==> src/rtl/sdram_sched_pkg.sv <==
// Shared definitions for the SDRAM burst scheduler: FSM states, bank and grant constants.
package sdram_sched_pkg;

    typedef enum logic [2:0] {
        INIT = 3'd0,
        IDLE = 3'd1,
        WR   = 3'd2,
        RD   = 3'd3,
        GAP  = 3'd4
    } sched_state_t;

    localparam logic BANK0 = 1'b0;
    localparam logic BANK1 = 1'b1;

    localparam logic GRANT_WR = 1'b0;
    localparam logic GRANT_RD = 1'b1;

endpackage

==> src/rtl/sdram_addr_ptr.sv <==
// Burst start-address pointer: wrap-around within [b_addr, e_addr), ping-pong bank tracking
// and a pending reload that defers a pointer reset until the current burst has finished.
module sdram_addr_ptr
    import sdram_sched_pkg::*;
#(
    parameter int   ADDR_W   = 24,
    parameter int   LEN_W    = 10,
    parameter bit   IS_READ  = 1'b0,
    parameter logic RST_BANK = BANK0
) (
    input  logic              clk,
    input  logic              rst,
    input  logic              load,
    input  logic              reload,
    input  logic              busy,
    input  logic              advance,
    input  logic              pingpang_en,
    input  logic              peer_bank,
    input  logic [ADDR_W-1:0] b_addr,
    input  logic [ADDR_W-1:0] e_addr,
    input  logic [LEN_W-1:0]  len,
    output logic [ADDR_W-1:0] addr,
    output logic              bank
);

    localparam int OFF_W = ADDR_W - 2;

    logic [ADDR_W-1:0] ptr_q, ptr_d;
    logic [ADDR_W-1:0] addr_q, addr_d;
    logic [ADDR_W-1:0] next_ptr;
    logic              bank_q, bank_d;
    logic              pend_q, pend_d;
    logic              wrap;

    // In ping-pong mode the top two bits carry the bank, so only the offset is compared.
    always_comb begin
        next_ptr = ptr_q + ADDR_W'(len);
        if (pingpang_en) begin
            wrap = next_ptr[OFF_W-1:0] >= e_addr[OFF_W-1:0];
        end else begin
            wrap = next_ptr >= e_addr;
        end
    end

    always_comb begin
        ptr_d  = ptr_q;
        bank_d = bank_q;
        pend_d = pend_q;
        if (load) begin
            ptr_d  = b_addr;
            pend_d = 1'b0;
        end else if (advance) begin
            pend_d = 1'b0;
            if (pend_q || reload) begin
                ptr_d = b_addr;
            end else if (wrap) begin
                ptr_d  = b_addr;
                bank_d = IS_READ ? ~peer_bank : ~bank_q;
            end else begin
                ptr_d = next_ptr;
            end
        end else if (reload) begin
            if (busy) begin
                pend_d = 1'b1;
            end else begin
                ptr_d = b_addr;
            end
        end
        if (!pingpang_en) begin
            bank_d = BANK0;
        end
        addr_d = pingpang_en ? {bank_d, 1'b0, ptr_d[OFF_W-1:0]} : ptr_d;
    end

    always_ff @(posedge clk or posedge rst) begin
        if (rst) begin
            ptr_q  <= '0;
            addr_q <= '0;
            bank_q <= RST_BANK;
            pend_q <= 1'b0;
        end else begin
            ptr_q  <= ptr_d;
            addr_q <= addr_d;
            bank_q <= bank_d;
            pend_q <= pend_d;
        end
    end

    assign addr = addr_q;
    assign bank = bank_q;

endmodule

==> src/rtl/sdram_burst_sched.sv <==
// Write/read burst scheduler between the FIFO pair and the SDRAM command interface.
// Define SDRAM_RR_ARB_EN for round-robin arbitration; otherwise writes always win.
module sdram_burst_sched
    import sdram_sched_pkg::*;
#(
    parameter int FIFO_DEPTH = 1024,
    parameter int ADDR_W     = 24,
    parameter int LEN_W      = 10
) (
    input  logic              i_sysclk,
    input  logic              i_sysrst,
    input  logic              i_init_done,
    input  logic [LEN_W-1:0]  i_wr_fifo_num,
    input  logic [LEN_W-1:0]  i_rd_fifo_num,
    input  logic              i_read_valid,
    input  logic              i_pingpang_en,
    input  logic [ADDR_W-1:0] i_wr_b_addr,
    input  logic [ADDR_W-1:0] i_wr_e_addr,
    input  logic [ADDR_W-1:0] i_rd_b_addr,
    input  logic [ADDR_W-1:0] i_rd_e_addr,
    input  logic [LEN_W-1:0]  i_wr_burst_len,
    input  logic [LEN_W-1:0]  i_rd_burst_len,
    input  logic              i_wr_rst,
    input  logic              i_rd_rst,
    output logic              o_wr_req,
    input  logic              i_wr_ack,
    output logic [ADDR_W-1:0] o_wr_addr,
    output logic              o_rd_req,
    input  logic              i_rd_ack,
    output logic [ADDR_W-1:0] o_rd_addr,
    output logic              o_busy
);

    localparam logic [LEN_W:0] DEPTH_LIM = (LEN_W + 1)'(FIFO_DEPTH);

    sched_state_t   state_q, state_d;
    logic           wr_req_q, wr_req_d;
    logic           rd_req_q, rd_req_d;
    logic           ack_seen_q, ack_seen_d;
    logic           busy_q, busy_d;
    logic           wr_elig, rd_elig;
    logic           grant_wr, grant_rd;
    logic           wr_adv, rd_adv;
    logic           wr_bank, rd_bank;
    logic [LEN_W:0] rd_fill;

    always_comb begin
        rd_fill = {1'b0, i_rd_fifo_num} + {1'b0, i_rd_burst_len};
        wr_elig = (i_wr_fifo_num >= i_wr_burst_len) && (i_wr_burst_len != '0);
        rd_elig = i_read_valid && (i_rd_burst_len != '0) && (rd_fill <= DEPTH_LIM);
    end

`ifdef SDRAM_RR_ARB_EN
    logic last_grant_q, last_grant_d;

    // On a tie the side that was not granted last time wins.
    always_comb begin
        grant_wr     = wr_elig && (!rd_elig || (last_grant_q == GRANT_RD));
        grant_rd     = rd_elig && !grant_wr;
        last_grant_d = last_grant_q;
        if (state_q == IDLE && i_init_done) begin
            if (grant_wr) begin
                last_grant_d = GRANT_WR;
            end else if (grant_rd) begin
                last_grant_d = GRANT_RD;
            end
        end
    end

    always_ff @(posedge i_sysclk or posedge i_sysrst) begin
        if (i_sysrst) begin
            last_grant_q <= GRANT_RD;
        end else begin
            last_grant_q <= last_grant_d;
        end
    end
`else
    always_comb begin
        grant_wr = wr_elig;
        grant_rd = rd_elig && !wr_elig;
    end
`endif

    // A burst ends on the falling edge of ack; a drop of init_done is honoured only between bursts.
    always_comb begin
        state_d    = state_q;
        wr_req_d   = wr_req_q;
        rd_req_d   = rd_req_q;
        ack_seen_d = ack_seen_q;
        wr_adv     = 1'b0;
        rd_adv     = 1'b0;
        case (state_q)
            INIT: begin
                if (i_init_done) state_d = IDLE;
            end
            IDLE: begin
                ack_seen_d = 1'b0;
                if (!i_init_done) begin
                    state_d = INIT;
                end else if (grant_wr) begin
                    state_d  = WR;
                    wr_req_d = 1'b1;
                end else if (grant_rd) begin
                    state_d  = RD;
                    rd_req_d = 1'b1;
                end
            end
            WR: begin
                if (i_wr_ack) begin
                    ack_seen_d = 1'b1;
                end else if (ack_seen_q) begin
                    ack_seen_d = 1'b0;
                    wr_req_d   = 1'b0;
                    wr_adv     = 1'b1;
                    state_d    = GAP;
                end
            end
            RD: begin
                if (i_rd_ack) begin
                    ack_seen_d = 1'b1;
                end else if (ack_seen_q) begin
                    ack_seen_d = 1'b0;
                    rd_req_d   = 1'b0;
                    rd_adv     = 1'b1;
                    state_d    = GAP;
                end
            end
            GAP: begin
                state_d = i_init_done ? IDLE : INIT;
            end
            default: begin
                state_d  = INIT;
                wr_req_d = 1'b0;
                rd_req_d = 1'b0;
            end
        endcase
        busy_d = (state_d == WR) || (state_d == RD) || (state_d == GAP);
    end

    always_ff @(posedge i_sysclk or posedge i_sysrst) begin
        if (i_sysrst) begin
            state_q    <= INIT;
            wr_req_q   <= 1'b0;
            rd_req_q   <= 1'b0;
            ack_seen_q <= 1'b0;
            busy_q     <= 1'b0;
        end else begin
            state_q    <= state_d;
            wr_req_q   <= wr_req_d;
            rd_req_q   <= rd_req_d;
            ack_seen_q <= ack_seen_d;
            busy_q     <= busy_d;
        end
    end

    sdram_addr_ptr #(
        .ADDR_W  (ADDR_W),
        .LEN_W   (LEN_W),
        .IS_READ (1'b0),
        .RST_BANK(BANK0)
    ) u_wr_ptr (
        .clk        (i_sysclk),
        .rst        (i_sysrst),
        .load       (state_q == INIT),
        .reload     (i_wr_rst),
        .busy       (state_q == WR),
        .advance    (wr_adv),
        .pingpang_en(i_pingpang_en),
        .peer_bank  (rd_bank),
        .b_addr     (i_wr_b_addr),
        .e_addr     (i_wr_e_addr),
        .len        (i_wr_burst_len),
        .addr       (o_wr_addr),
        .bank       (wr_bank)
    );

    sdram_addr_ptr #(
        .ADDR_W  (ADDR_W),
        .LEN_W   (LEN_W),
        .IS_READ (1'b1),
        .RST_BANK(BANK1)
    ) u_rd_ptr (
        .clk        (i_sysclk),
        .rst        (i_sysrst),
        .load       (state_q == INIT),
        .reload     (i_rd_rst),
        .busy       (state_q == RD),
        .advance    (rd_adv),
        .pingpang_en(i_pingpang_en),
        .peer_bank  (wr_bank),
        .b_addr     (i_rd_b_addr),
        .e_addr     (i_rd_e_addr),
        .len        (i_rd_burst_len),
        .addr       (o_rd_addr),
        .bank       (rd_bank)
    );

    assign o_wr_req = wr_req_q;
    assign o_rd_req = rd_req_q;
    assign o_busy   = busy_q;

endmodule
==> config.mk <==
export PLATFORM = sky130hd
export DESIGN_NAME = sdram_burst_sched
export DESIGN_NICKNAME = d
export VERILOG_FILES = /design/src/rtl/sdram_sched_pkg.sv /design/src/rtl/sdram_addr_ptr.sv /design/src/rtl/sdram_burst_sched.sv
export SDC_FILE = /design/constraint.sdc
export NUM_CORES = 1
export LEC_CHECK = 0
export BUFFER_PORTS_ARGS = -buffer_cell sky130_fd_sc_hd__buf_4
export CORE_UTILIZATION = 55
export CTS_BUF_LIST = sky130_fd_sc_hd__clkbuf_2
export CTS_CLUSTER_DIAMETER = 30
export DETAILED_ROUTE_END_ITERATION = 8
export PLACE_DENSITY = 0.84
export SLEW_MARGIN = 15
export SYNTH_ARGS = -nofsm -noshare
export SYNTH_HDL_FRONTEND = slang
export SYNTH_SLANG_ARGS = --single-unit
==> constraint.sdc <==
create_clock -name i_sysclk -period 5.5 [get_ports i_sysclk]
set_input_delay 0 -clock i_sysclk [delete_from_list [all_inputs] [get_ports i_sysclk]]
set_output_delay 0 -clock i_sysclk [all_outputs]
set_load 0.005 [all_outputs]
== Word-level counts from Yosys, hierarchy flattened ==
Index checks and enable logic that the tools add are counted.
Word-level totals
  register bits after elaboration: 107
  logic and storage cells: 124
  bits of input ports: 145
Cells by class
  $lt $le $gt $ge: 6
  eq/ne operators: 15
  add/sub/neg operators: 3
  multiplexer cells: 61
  bitwise gates (word level): 3
  reductions and logical operators: 23
Operator list (number)
  two-way mux 24 bit: 14
  adder 24 x 10 -> 24 bit: 2
  greater-or-equal comparator 24 bit: 2
  greater-or-equal comparator 22 bit: 2
  two-way mux 1 bit: 36
  two-way mux 3 bit: 7
  nonzero test 10 bit: 2
  inequality test 2 bit, second input constant: 8
  case mux 3 bit (5 select lines): 1
  nonzero test 3 bit: 5
  == test 3 x 2 -> 1 bit, second input constant: 4
  adder 10 x 10 -> 11 bit: 1
  <= comparator 11 bit, second input constant: 1
  greater-or-equal comparator 10 bit: 1
  case mux 1 bit (3 select lines): 3
  == test 3 bit, second input constant: 2
  AND reduction 6 bit: 1
  OR reduction 3 bit: 2
  AND reduction 5 bit: 1
  logical AND 1 bit: 4
  logical OR 1 bit: 4
  AND reduction 2 bit: 2
  == test 3 x 1 -> 1 bit, second input constant: 1
  zero test 3 bit: 1
  2 further kinds: 4

== Logic depth before layout (Yosys ltp) ==
  depth in word-level cells: 11
  gate-level depth with buffers: 20

== By module ==
A second synthesis with hierarchy kept.
Second synthesis, totals
  cell total of the unflattened synthesis: 819
  area total of the unflattened synthesis: 7041.8 um2
Modules (own cells, without submodules)
  sdram_addr_ptr at u_rd_ptr: area each 2959.1 um2, instances 1, cells an instance 354
  sdram_addr_ptr at u_wr_ptr: area each 2852.7 um2, instances 1, cells an instance 311
  sdram_burst_sched: area each 1229.9 um2, instances 1, cells an instance 154

== Least setup slack after synthesis ==
Ideal clock, no wire load.
  path type: register to register
  start point: register u_rd_ptr.ptr_q[0]
  end point: register u_rd_ptr.ptr_q[5]
  stages on the path, launching flop included: 21
  slack: 1008 ps
  clock period less this slack: 4492 ps
  setup time: 121 ps
  arrival: 4370 ps
  cells stage by stage: dfrtp_1 -> ha_1 -> fa_1 -> a21o_1 -> a2111o_1 -> o31a_1 -> a31o_1 -> buf_6 -> and3_4 -> xor2_1 -> ha_1 -> and4_1 -> nand2_1 -> o311ai_0 -> o21ai_1 -> a21oi_1 -> nor2_1 -> clkbuf_8 -> buf_2 -> a22oi_1 -> nand2_1
On the way
  cells in the longest elaborated chain, start to end: 7
Ends and longest elaborated chain
  start: declaration: line sdram_addr_ptr.sv:28  | logic [ADDR_W-1:0] ptr_q, ptr_d;
  start signal: assignment: line sdram_addr_ptr.sv:82  | ptr_q <= ptr_d;
  adder 24 x 10 -> 24 bit *: line sdram_addr_ptr.sv:37  | next_ptr = ptr_q + ADDR_W'(len);
  greater-or-equal comparator 24 bit / greater-or-equal comparator 22 bit (equally long branches): line sdram_addr_ptr.sv:41, sdram_addr_ptr.sv:39
  two-way mux 1 bit: line sdram_addr_ptr.sv:38  | if (pingpang_en) begin
  two-way mux 24 bit *: line sdram_addr_ptr.sv:56  | end else if (wrap) begin
  two-way mux 24 bit *: line sdram_addr_ptr.sv:54  | if (pend_q || reload) begin
  two-way mux 24 bit *: line sdram_addr_ptr.sv:52  | end else if (advance) begin
  two-way mux 24 bit *: line sdram_addr_ptr.sv:49  | if (load) begin
Every way passes the cells marked *; elsewhere a longest branch is shown, timed or not.
A chain may end at the register's enable or synchronous reset.

== Final worst setup path ==
  start point: register u_wr_ptr.ptr_q[0]
  end point: register u_wr_ptr.addr_q[22] (netlist: u_wr_ptr.addr[22])
On the way
  cells in the longest elaborated chain, start to end: 8
Ends and longest elaborated chain
  start: declaration: line sdram_addr_ptr.sv:28
  start signal: assignment: line sdram_addr_ptr.sv:82
  adder 24 x 10 -> 24 bit *: line sdram_addr_ptr.sv:37
  greater-or-equal comparator 24 bit / greater-or-equal comparator 22 bit (equally long branches): line sdram_addr_ptr.sv:41, sdram_addr_ptr.sv:39
  two-way mux 1 bit: line sdram_addr_ptr.sv:38
  two-way mux 24 bit *: line sdram_addr_ptr.sv:56
  two-way mux 24 bit *: line sdram_addr_ptr.sv:54
  two-way mux 24 bit *: line sdram_addr_ptr.sv:52
  two-way mux 24 bit *: line sdram_addr_ptr.sv:49
  two-way mux 24 bit *: line sdram_addr_ptr.sv:72  | addr_d = pingpang_en ? {bank_d, 1'b0, ptr_d[OFF_W-1:0]} : ptr_d;
  net u_wr_ptr.addr_d[22]: line sdram_addr_ptr.sv:29  | logic [ADDR_W-1:0] addr_q, addr_d;
  end signal: assignment: line sdram_addr_ptr.sv:83  | addr_q <= addr_d;
  end: declaration: line sdram_addr_ptr.sv:29
Mark *: on every way through the listed nets, which the timed path passes. The rest lies on a longest branch.

==> summary.txt <==
Run status
  – Status: complete, no violations

Finish
  – # fillers: 922
  – Ratio of cells with drive above 1 in the final layout: 0.237
  – Ant diodes: 0
  – Area of the multi-input gates: 0.00450 mm^2
  – Final net count: 1289
  – Commonest non-fill, non-tap cell in the layout: buf_4
  – Area Overhead vs Synth: 30.5%
  – Most frequent cells in the layout: buf_4, nand2_1, ha_1
  – Final Util: 0.737
  – Seq. cell area: 0.00158 mm^2
  – Fin area: 0.00889 mm^2

STA
  – Slew Viols, Final: 0
  – Fin crit period: 5140 ps
  – Worst Skew: 22.7 ps
  – Final Hold Vio Count: 0
  – Worst slew margin: 0.409
  – Final setup viols: 0
  – Actual slew at the worst max-slew pin: 886 ps
  – RSZ-0062 raised after global routing: false
  – Setup total negative slack: 0 ps
  – Worst setup margin: 362 ps
  – Fmax: 0.195 GHz
  – Period utilisation layout: 0.934

Worst setup path
  – Crit-path cells: ha_1 > fa_1 > a21o_1 > a21oi_2 > o21ai_1 > a41oi_4 > nor2_1 > nand2_1 > xnor2_1 > ha_1 > a41oi_1 > o211ai_1 > a31oi_1 > a21oi_1 > o22a_1 > nor2_1 > mux2_2 > nor4_1 > dlygate4sd3_1
  – Worst EP required: 6000 ps
  – Critical path launch point type: register
  – Critical-path top delay cell: dlygate4sd3_1
  – Crit path capture type: register
  – Arr. time, crit path: 5640 ps
  – WP buf/inv: 1
  – Delay-heaviest family, CP: compound AO/OA/AOI/OAI gates
  – CP max stage delay: 600 ps
  – CP Max Fanout: 7
  – Setup CP Type: register to register

Synthesis
  – Adder and majority cell fraction of the synthesized area: 0.170
  – XOR/XNOR share of the synthesized area: 0.0578
  – Mapped Area: 0.00682 mm^2
  – Cells after synthesis: 839
  – Mux contribution to synthesized area: 0.00771
  – Post-synth EDFFs: 0
  – #FFs+latches synth: 63
  – Sequential share of the synthesized area: 0.231
  – Syn_area_per_cell: 8.13 um^2
  – Synth Area in Compound Gates: 0.236
  – Main combinational cell family by area after synthesis: compound AO/OA/AOI/OAI gates
  – Asr flop ratio synth: 1.00
  – Most used DFF post-synth: dfrtp_1
  – Net Count, Synth: 1075
  – Post-synthesis simple-gate area fraction: 0.183
  – Synth area leader: dfrtp_1
  – Ranking of synthesized cells by area: dfrtp_1, ha_1, nand2_1
  – Synth cell types: 81
  – Ys Warns: 0
  – Post-synth top area share: 0.228

Floorplan
  – Full die area: 0.0128 mm^2
  – Core region area: 0.0121 mm^2
  – Initial core utilization: 0.565
  – # rows: 40
  – Die W: 113 um
  – Die height: 113 um
  – I/O pins: 196

Power
  – Sw frac: 0.480
  – Clock Power Share: 0.078
  – Part of the power in combinational logic: 0.676
  – VDD IR-drop max: 231 uV
  – Internal: 2.00 mW
  – Switching power: 1.84 mW
  – Lkg Pwr: 4.53 nW
  – Sequential fraction of design power: 0.246
  – PD cells: 432 mW/mm^2

Drt
  – DR iter-0 viols: 437
  – Via Count: 6945
  – Drt wl/cell: 16.0 um
  – Detail Route Antenna Nets: 0
  – Via density: 5.66
  – Drt drc: 0
  – Routed wire length: 19.7 mm
  – Pre-antenna DRT Iters: 5

CTS
  – Clock transition at path regs: 200 ps
  – CTS Sinks: 63
  – # H-tree levels: 3
  – Clock buffer depth: 2
  – CTS buffer count: 9
  – CTS tree: done
  – Clk Latency, worst-skew pair: 540 ps
  – Clock Tree Root: clkbuf_2

Placed design
  – Gpl congestion: 0.915
  – Placed cell area: 0.00811 mm^2
  – Final HPWL DP: 14.5 mm
  – Dpl ws: 364 ps
  – Port bufs: 195

Flow run
  – Max-cap violations: 0

Global routing
  – Grt ovf: 0
  – Vias in the first global route: 6916
  – Largest net degree at the start of global routing: 64
  – First-pass GRT wire length: 31.9 mm
  – Total track usage: 0.313
  – Initial antenna violation count: 0

Hold path
  – Type of the most critical hold path: input port to register
registers in the layout (all words and copies together) (netlist names):
signal and cells:
u_rd_ptr.ptr_q 24, u_wr_ptr.pend_q 1, state_q 3, o_busy 1, u_rd_ptr.addr 2, ack_seen_q 1
u_wr_ptr.ptr_q 24, o_wr_req 1, u_rd_ptr.pend_q 1, o_rd_req 1, u_wr_ptr.addr 2, u_wr_ptr.bank 1
u_rd_ptr.bank 1
logic make-up after synthesis:
family | count (synthesis)
multiplexers | 5
AO/OA/AOI/OAI | 225
XOR/XNOR | 45
flip-flops | 63
buffers and inverters | 153
AND/OR/NAND/NOR | 257
adder cells (fa/ha/maj) | 91
layer usage:
metal  up-vias  routed length, um  track usage
li1       3412                  -            -
met1      3201               8230        0.354
met2       286               9700        0.582
met3        46               1130       0.0482
met4         0                599        0.131
met5         -                  0            0
stage by stage:
| stage | power [mW] | hold slack (ps) | cells |
|---|---|---|---|
| finish | 3.84 | 31.6 | 1226 |
| global placement | 3.32 | 190 | 1145 |
| CTS | 3.76 | 19.3 | 1224 |
| detailed placement | 3.39 | 192 | 1145 |
| floorplan | 2.78 | 105 | 839 |
| global route | 4.20 | 80.6 | 1226 |
path summary, 6_finish.rpt:
check	start	end	slack, ps	depth (start not counted)
max	u_wr_ptr.ptr_q[0]$_DFFE_PP0P_	u_wr_ptr.addr[22]$_DFF_PP0_	360	19
min reg2reg	o_wr_req$_DFFE_PP0P_	o_wr_req$_DFFE_PP0P_	550	2
max reg2reg	u_wr_ptr.ptr_q[0]$_DFFE_PP0P_	u_wr_ptr.addr[22]$_DFF_PP0_	360	19
max in group asynchronous	i_sysrst	o_wr_req$_DFFE_PP0P_	4660	4
min in group asynchronous	i_sysrst	u_wr_ptr.ptr_q[5]$_DFFE_PP0P_	240	4
min	i_wr_burst_len[6]	u_wr_ptr.ptr_q[6]$_DFFE_PP0P_	30	5
Yosys cell counts, types with 9 or more instances:
cell	n
xnor2_1	29
nor3_1	20
dfrtp_1	62
ha_1	88
a211oi_1	9
buf_4	45
nor2_1	32
nand4_1	9
xor2_1	16
a21oi_1	43
o21ai_0	30
nand2_1	110
and3_1	9
nand3_1	27
clkbuf_1	11
a22oi_1	25
inv_1	88
a21o_1	24
power groups by stage:
stage                     Sequential, mW  Combinational (mW)  Clock [mW]
after global placement             0.942                2.38           0
final                              0.945                2.59       0.301
after floorplan                    0.858                1.93           0
after global routing               0.978                2.90       0.321
after detailed placement           0.946                2.44           0
after CTS                          0.935                2.52       0.303
area by class of cell:
class                      count  area share
inverter                      88      0.0371
multi-input combinational    623       0.506
clock buffer                  11     0.00619
tap                          168      0.0236
timing repair buffer         268       0.244
clock inverter                 5     0.00577
sequential                    63       0.177
worst min-delay path, cell delays in order:
cell and delay, ps:
buf_4 100, ha_1 150, xnor2_1 150, a22oi_1 80, nand2_1 60
timing repair:
action,in CTS,in global routing
endpoints found under the hold margin,124,0
buffers inserted,0,2
resized for setup,0,6
endpoints found under the setup margin,0,5
hold buffers,63,0
No activity file was read; power rests on OpenSTA's default activity.
